--- src/rtl/fetch_pkg.sv ---
// Shared types and field constants for the instruction fetch stage.
package fetch_pkg;

    typedef enum logic [1:0] {
        F_IDLE  = 2'd0,
        F_FETCH = 2'd1,
        F_HOLD  = 2'd2
    } fetch_state_t;

    localparam int OP_MSB  = 31;
    localparam int OP_LSB  = 26;
    localparam int IMM_W   = 16;
    localparam int JADDR_W = 26;

    localparam logic [31:0] DEFAULT_RESET_PC = 32'h0000_0000;

    function automatic logic [31:0] sign_ext_imm(input logic [IMM_W-1:0] imm);
        return {{(32 - IMM_W){imm[IMM_W-1]}}, imm};
    endfunction

endpackage

--- src/rtl/fetch_unit_if.sv ---
// Instruction-memory request/acknowledge bus between the fetch stage and imem.
interface fetch_unit_if;
    logic        imem_req;
    logic [31:0] imem_addr;
    logic        imem_ack;
    logic [31:0] imem_rdata;

    modport master (output imem_req, output imem_addr, input imem_ack, input imem_rdata);
    modport slave  (input imem_req, input imem_addr, output imem_ack, output imem_rdata);
endinterface

--- src/rtl/pc_next_sel.sv ---
// Combinational next-PC selection: sequential, branch target or jump target.
module pc_next_sel
    import fetch_pkg::*;
(
    input  logic [31:0]        pc_i,
    input  logic [JADDR_W-1:0] instr_index_i,
    input  logic               pcsrc_i,
    input  logic               jump_i,
    output logic [31:0]        pcplus4_o,
    output logic [31:0]        pc_next_o
);

    logic [31:0] imm_ext_s;
    logic [31:0] branch_tgt_s;
    logic [31:0] jump_tgt_s;

    assign pcplus4_o    = pc_i + 32'd4;
    assign imm_ext_s    = sign_ext_imm(instr_index_i[IMM_W-1:0]);
    assign branch_tgt_s = pcplus4_o + (imm_ext_s << 2);
    // Jumps stay inside the 256 MB region of the delay-slot address.
    assign jump_tgt_s   = {pcplus4_o[31:28], instr_index_i, 2'b00};

    // Priority select: jump over branch over sequential.
    always_comb begin
        pc_next_o = pcplus4_o;
        if (jump_i) begin
            pc_next_o = jump_tgt_s;
        end else if (pcsrc_i) begin
            pc_next_o = branch_tgt_s;
        end else begin
            pc_next_o = pcplus4_o;
        end
    end

endmodule

--- src/rtl/fetch_unit.sv ---
// MIPS fetch stage: PC register, imem req/ack FSM and held instruction register.
// Optional performance counters are enabled with the FETCH_PERF_EN macro.
module fetch_unit
    import fetch_pkg::*;
#(
    parameter logic [31:0] RESET_PC = DEFAULT_RESET_PC
)
(
    input  logic         clk,
    input  logic         reset,
    fetch_unit_if.master imem,
    output logic [31:0]  instr,
    output logic         instr_valid,
    input  logic         instr_ready,
    input  logic         pcsrc,
    input  logic         jump,
    output logic [31:0]  pc,
    output logic [31:0]  pcplus4
`ifdef FETCH_PERF_EN
    ,
    output logic [31:0]  fetch_count,
    output logic [31:0]  stall_count
`endif
);

    fetch_state_t state_q, state_d;
    logic [31:0]  pc_q, pc_d;
    logic [31:0]  instr_q, instr_d;
    logic         imem_req_q, imem_req_d;
    logic         instr_valid_q, instr_valid_d;
    logic [31:0]  pc_next_s;
    logic [31:0]  pcplus4_s;
    logic         ack_s;
    logic         stall_s;

    assign ack_s   = imem_req_q & imem.imem_ack;
    assign stall_s = instr_valid_q & ~instr_ready;

    pc_next_sel u_pc_next_sel (
        .pc_i          (pc_q),
        .instr_index_i (instr_q[JADDR_W-1:0]),
        .pcsrc_i       (pcsrc),
        .jump_i        (jump),
        .pcplus4_o     (pcplus4_s),
        .pc_next_o     (pc_next_s)
    );

    // Next-state, PC and instruction register update.
    always_comb begin
        state_d = state_q;
        pc_d    = pc_q;
        instr_d = instr_q;
        case (state_q)
            F_IDLE: begin
                state_d = F_FETCH;
            end
            F_FETCH: begin
                if (imem.imem_ack) begin
                    instr_d = imem.imem_rdata;
                    state_d = F_HOLD;
                end else begin
                    state_d = F_FETCH;
                end
            end
            F_HOLD: begin
                if (instr_ready) begin
                    pc_d    = pc_next_s;
                    state_d = F_FETCH;
                end else begin
                    state_d = F_HOLD;
                end
            end
            default: begin
                state_d = F_IDLE;
            end
        endcase
        // Handshake outputs are registered copies of the next-state decode.
        imem_req_d    = (state_d == F_FETCH);
        instr_valid_d = (state_d == F_HOLD);
    end

    // State and datapath registers with synchronous reset.
    always_ff @(posedge clk) begin
        if (reset) begin
            state_q       <= F_IDLE;
            pc_q          <= RESET_PC;
            instr_q       <= 32'h0000_0000;
            imem_req_q    <= 1'b0;
            instr_valid_q <= 1'b0;
        end else begin
            state_q       <= state_d;
            pc_q          <= pc_d;
            instr_q       <= instr_d;
            imem_req_q    <= imem_req_d;
            instr_valid_q <= instr_valid_d;
        end
    end

    assign imem.imem_req  = imem_req_q;
    assign imem.imem_addr = pc_q;
    assign instr          = instr_q;
    assign instr_valid    = instr_valid_q;
    assign pc             = pc_q;
    assign pcplus4        = pcplus4_s;

`ifdef FETCH_PERF_EN
    logic [31:0] fetch_count_q, fetch_count_d;
    logic [31:0] stall_count_q, stall_count_d;

    // Counter increments; both wrap naturally at 2^32.
    always_comb begin
        fetch_count_d = fetch_count_q;
        stall_count_d = stall_count_q;
        if (ack_s) begin
            fetch_count_d = fetch_count_q + 32'd1;
        end else begin
            fetch_count_d = fetch_count_q;
        end
        if (stall_s) begin
            stall_count_d = stall_count_q + 32'd1;
        end else begin
            stall_count_d = stall_count_q;
        end
    end

    // Counter registers.
    always_ff @(posedge clk) begin
        if (reset) begin
            fetch_count_q <= 32'h0000_0000;
            stall_count_q <= 32'h0000_0000;
        end else begin
            fetch_count_q <= fetch_count_d;
            stall_count_q <= stall_count_d;
        end
    end

    assign fetch_count = fetch_count_q;
    assign stall_count = stall_count_q;
`else
    logic unused_perf_s;
    assign unused_perf_s = ack_s ^ stall_s;
`endif

endmodule

--- src/flat_wrapper.sv ---
// flat-port wrapper written by rule: the top's interface ports become plain ports
module fetch_unit_flat import fetch_pkg::*;
#(
    parameter logic [31:0] RESET_PC = DEFAULT_RESET_PC
)
  (clk, reset, instr, instr_valid, instr_ready, pcsrc, jump, pc, pcplus4, imem_imem_req, imem_imem_addr, imem_imem_ack, imem_imem_rdata);
  fetch_unit_if imem_i ();
  input  logic clk;
  input  logic reset;
  output logic [31:0] instr;
  output logic instr_valid;
  input  logic instr_ready;
  input  logic pcsrc;
  input  logic jump;
  output logic [31:0] pc;
  output logic [31:0] pcplus4;
  output wire logic [$bits(imem_i.imem_req)-1:0] imem_imem_req;
  output wire logic [$bits(imem_i.imem_addr)-1:0] imem_imem_addr;
  input wire logic [$bits(imem_i.imem_ack)-1:0] imem_imem_ack;
  input wire logic [$bits(imem_i.imem_rdata)-1:0] imem_imem_rdata;
  assign imem_imem_req = imem_i.imem_req;
  assign imem_imem_addr = imem_i.imem_addr;
  assign imem_i.imem_ack = imem_imem_ack;
  assign imem_i.imem_rdata = imem_imem_rdata;
  fetch_unit #(.RESET_PC(RESET_PC)) u_core (.clk(clk), .reset(reset), .imem(imem_i), .instr(instr), .instr_valid(instr_valid), .instr_ready(instr_ready), .pcsrc(pcsrc), .jump(jump), .pc(pc), .pcplus4(pcplus4));
endmodule
--- config.mk ---
export PLATFORM = sky130hd
export DESIGN_NAME = fetch_unit_flat
export DESIGN_NICKNAME = d
export VERILOG_FILES = /design/src/rtl/fetch_pkg.sv /design/src/rtl/fetch_unit_if.sv /design/src/rtl/pc_next_sel.sv /design/src/rtl/fetch_unit.sv /design/src/flat_wrapper.sv
export SDC_FILE = /design/constraint.sdc
export NUM_CORES = 1
export LEC_CHECK = 0
export BUFFER_PORTS_ARGS = -buffer_cell sky130_fd_sc_hd__buf_2
export CAP_MARGIN = 40
export CORE_ASPECT_RATIO = 0.8
export CORE_UTILIZATION = 49
export CTS_CLUSTER_DIAMETER = 50
export DETAILED_ROUTE_END_ITERATION = 12
export PLACE_DENSITY = 0.79
export SLEW_MARGIN = 30
export SYNTH_ARGS = -nofsm -noshare
export SYNTH_HDL_FRONTEND = slang
export SYNTH_SLANG_ARGS = --single-unit
--- constraint.sdc ---
create_clock -name clk -period 4.5 [get_ports clk]
set_clock_uncertainty 0.2 [all_clocks]
set_input_delay 0.45 -clock clk [delete_from_list [all_inputs] [get_ports clk]]
set_output_delay 0.45 -clock clk [all_outputs]
set_load 0.01 [all_outputs]
==> results by group <==
STA
  • Tcrit/Tclk final: 93.5%
  • # setup viols final: 0
  • Max frequency: 0.238 GHz
  • RSZ-0062 raised after global routing: false
  • Setup tns final: 0 ps
  • Final Hold Viols: 0
  • Hold Slack: 142 ps
  • Max-slew violations: 0
  • Relative slew slack: 48.1%
  • Worst Tran Pin Value: 778 ps
  • Clock period minus worst slack: 4210 ps

Pwr
  • Worst vdd ir: 0.000249 V
  • Pwr dens: 254 mW/mm^2
  • Switching pwr: 0.441 mW
  • Switching portion of total power: 27.3%
  • Clock share of power: 47.9%
  • Pleak: 3.11 nW
  • Register share of total power: 38.9%
  • Pint: 1.17 mW
  • Part of the power in combinational logic: 13.2%

Logic synthesis
  • Sequential area share after synthesis: 24.8%
  • Register bit total from synthesis: 66
  • Post-Syn Area: 0.00533 mm^2
  • Number of library cell types mapped by synthesis: 71
  • EDFF count, synth: 0
  • Yosys warns: 0
  • Synth top area share: 24.8%
  • Cell taking the most area after synthesis: dfxtp_1
  • Synth Flop Type: dfxtp_1
  • Async S/R FF share, synth: 0%
  • Synthesized area per cell: 7.45 um^2
  • Post-Syn Instances: 716
  • Top cells by area, synth: dfxtp_1 (25%), ha_1 (8.4%), nand2_1 (8.2%)

Routing
  • Via-to-Cell Ratio: 5.86
  • Routed wire per std cell: 17.4 um
  • DR DRC count: 0
  • Initial DRC count: 604
  • Vias: 5744
  • Post-Route WL: 17100 um
  • First-pass iteration count of the detailed router: 5
  • Post-DRT Antenna Nets: 0

Global routing
  • Overflow after GRT: 0
  • Vias in the first global route: 4964
  • Largest net degree at the start of global routing: 53
  • Global-route wire length before repair: 26500 um
  • GRT Util Overall: 30.5%
  • Initial antenna violation count: 1

Setup path
  • CP cell instances: and4_4 > or3b_1 > or3_4 > nor2_1 > xor2_1 > ha_1 > a21o_1 > a2111oi_0 > a211oi_1 > mux2i_1 > or3_1
  • Worst setup path start: u_core.imem.imem_addr[2]
  • Startpoint Class: register
  • Critical Path Sink: u_core.imem.imem_addr[31]
  • WS Path Type: reg -> reg
  • CP Data Required Time: 4520 ps
  • R2R Setup Slk: 290 ps
  • FF-to-FF path depth: 11
  • Crit end category: register
  • CP max stage delay: 590 ps
  • Crit-path max FO: 8
  • Crit path DAT: 4230 ps
  • R2R Path Start: u_core.imem.imem_addr[2]
  • Max stage delay cell, worst path: a2111oi_0
  • Reg-to-Reg End: u_core.imem.imem_addr[31]

Die
  • Die Area: 0.0113 mm^2
  • Num ports: 168
  • Row count: 33
  • Die Ht: 95.3 um
  • DIE WIDTH: 119 um
  • Initial Util: 51.3%
  • Core ar.: 0.0104 mm^2

Worst hold path
  • Hold WC Path Type: in -> reg
  • Hold path start: imem_imem_rdata[13]

Clock tree
  • # Post-CTS Setup Buffers: 0
  • H-tree lvl count: 3
  • Worst-path clk slew: 60 ps
  • Cts hold-fix bufs: 0
  • Inserted Clock Buffers: 9
  • Clock Sink Count: 66
  • Latest clock arrival within the worst-skew pair: 340 ps
  • CTS tree: done
  • CTS Buffer Depth: 2
  • Root Driver: clkbuf_16
  • Post_cts resized: 0

Layout
  • ANT cells: 0
  • Final Util: 61.0%
  • Area grow syn2layout: 19.1%
  • Final instance area: 0.00635 mm^2
  • Final Non-Filler Cells: 981
  • Layout cell share with drive strength beyond 1: 24.9%
  • NumNets Final: 911

Placement
  • DP Wirelength: 12800 um
  • Post-DP Area: 0.00601 mm^2
  • Placed insts: 964
  • GPL Wtd Cong: 0.987
  • Port Buf Inserts: 161

Outcome
  • Status: completed

Job
  • Max Cap Viol: 0
==> kinds of logic after synthesis <==
logic type	after synthesis	share of synthesized area, %
DFF	66	24.8
other	1	0.0703
muxes	5	0.962
xor gates and xnor gates	48	8.42
buffers and inverters	82	8.75
adders and majority gates	37	8.82
and+or+nand+nor	272	24.1
AOI/OAI and AO/OA	205	24.1
==> worst min path at each step <==
stage | endpoint | cells after the start
after floorplan | u_core.instr[26] | 2
final | u_core.instr[13] | 3
after global placement | u_core.instr[31] | 2
after detailed placement | u_core.instr[30] | 2
after global routing | u_core.instr[28] | 3
after CTS | u_core.instr[30] | 3
==> Yosys cell counts, drive strengths merged (6+ instances only) <==
master  number
nand4       16
inv          8
ha          36
and3        10
o211ai       8
a31oi        9
nand2      117
nand2b       6
buf         44
a211oi      11
nand3       24
a21o        19
dfxtp       66
nand3b       6
nor2        56
clkbuf      29
xnor2       31
nor3        12
xor2        16
a21oi       81
o21ai       31
==> area by class of cell <==
cell class / instances / area (um^2)
fill: 970 / 4060
clock buffer: 10 / 229
multi-input combinational: 573 / 3570
inverter: 9 / 33.8
timing repair buffer: 177 / 933
clock inverter: 6 / 90.1
tap: 140 / 175
sequential: 66 / 1320
==> cell usage in the layout, fill, tap and decap left out, types with 4 or more instances in the layout <==
cell type    n
o21bai_1     5
nor2b_1      5
ha_1        36
o211ai_1     8
nand4_1     15
o21ai_0     31
and3_1       9
o21a_1       5
nand3_1     23
xnor2_1     30
buf_2      161
buf_4       15
nand3b_1     6
xor2_1      15
a21o_1      19
conb_1       6
dfxtp_1     66
nor3_1      12
a21oi_1     81
a211oi_1    11
nor2_1      54
a31oi_1      9
nand2_1    117
mux2i_1      4
inv_1        8
a211o_1      4
clkbuf_16    9
a31o_2       4
nand2b_1     6
==> flip-flops by register name, indices dropped and copies added, names as in the netlist <==
signal	cells
u_core.imem.imem_req	1
u_core.state_q	2
u_core.instr_valid	1
u_core.instr	32
u_core.imem.imem_addr	30
==> through the flow <==
stage	worst slack (ps)	power, mW
floorplan	524	0.777
global placement	445	0.845
detailed placement	368	0.847
CTS	329	1.62
global route	18.5	1.67
finish	291	1.61
==> layer usage <==
metal  global-route usage, %  wire length (um)
met5                       0                 0
met4                    8.86               204
met3                    8.07              2160
met2                    43.7              6840
met1                    44.3              7860
==> power by group through the flow <==
| stage | clock network, mW | logic, mW | registers [mW] |
|---|---|---|---|
| floorplan | 0 | 0.133 | 0.643 |
| global placement | 0 | 0.204 | 0.640 |
| detailed placement | 0 | 0.206 | 0.641 |
| CTS | 0.781 | 0.207 | 0.628 |
| global route | 0.802 | 0.236 | 0.629 |
| finish | 0.773 | 0.214 | 0.627 |
==> critical path: cells and delay by family, from the launching register on <==
family / cells / cell delay (ps)
adders and majority gates: 1 / 340
and+or+nand+nor: 5 / 1620
muxes: 1 / 150
xor gates and xnor gates: 1 / 310
DFF: 1 / 450
AOI/OAI and AO/OA: 3 / 1010
(Power assumes the default switching activity.)
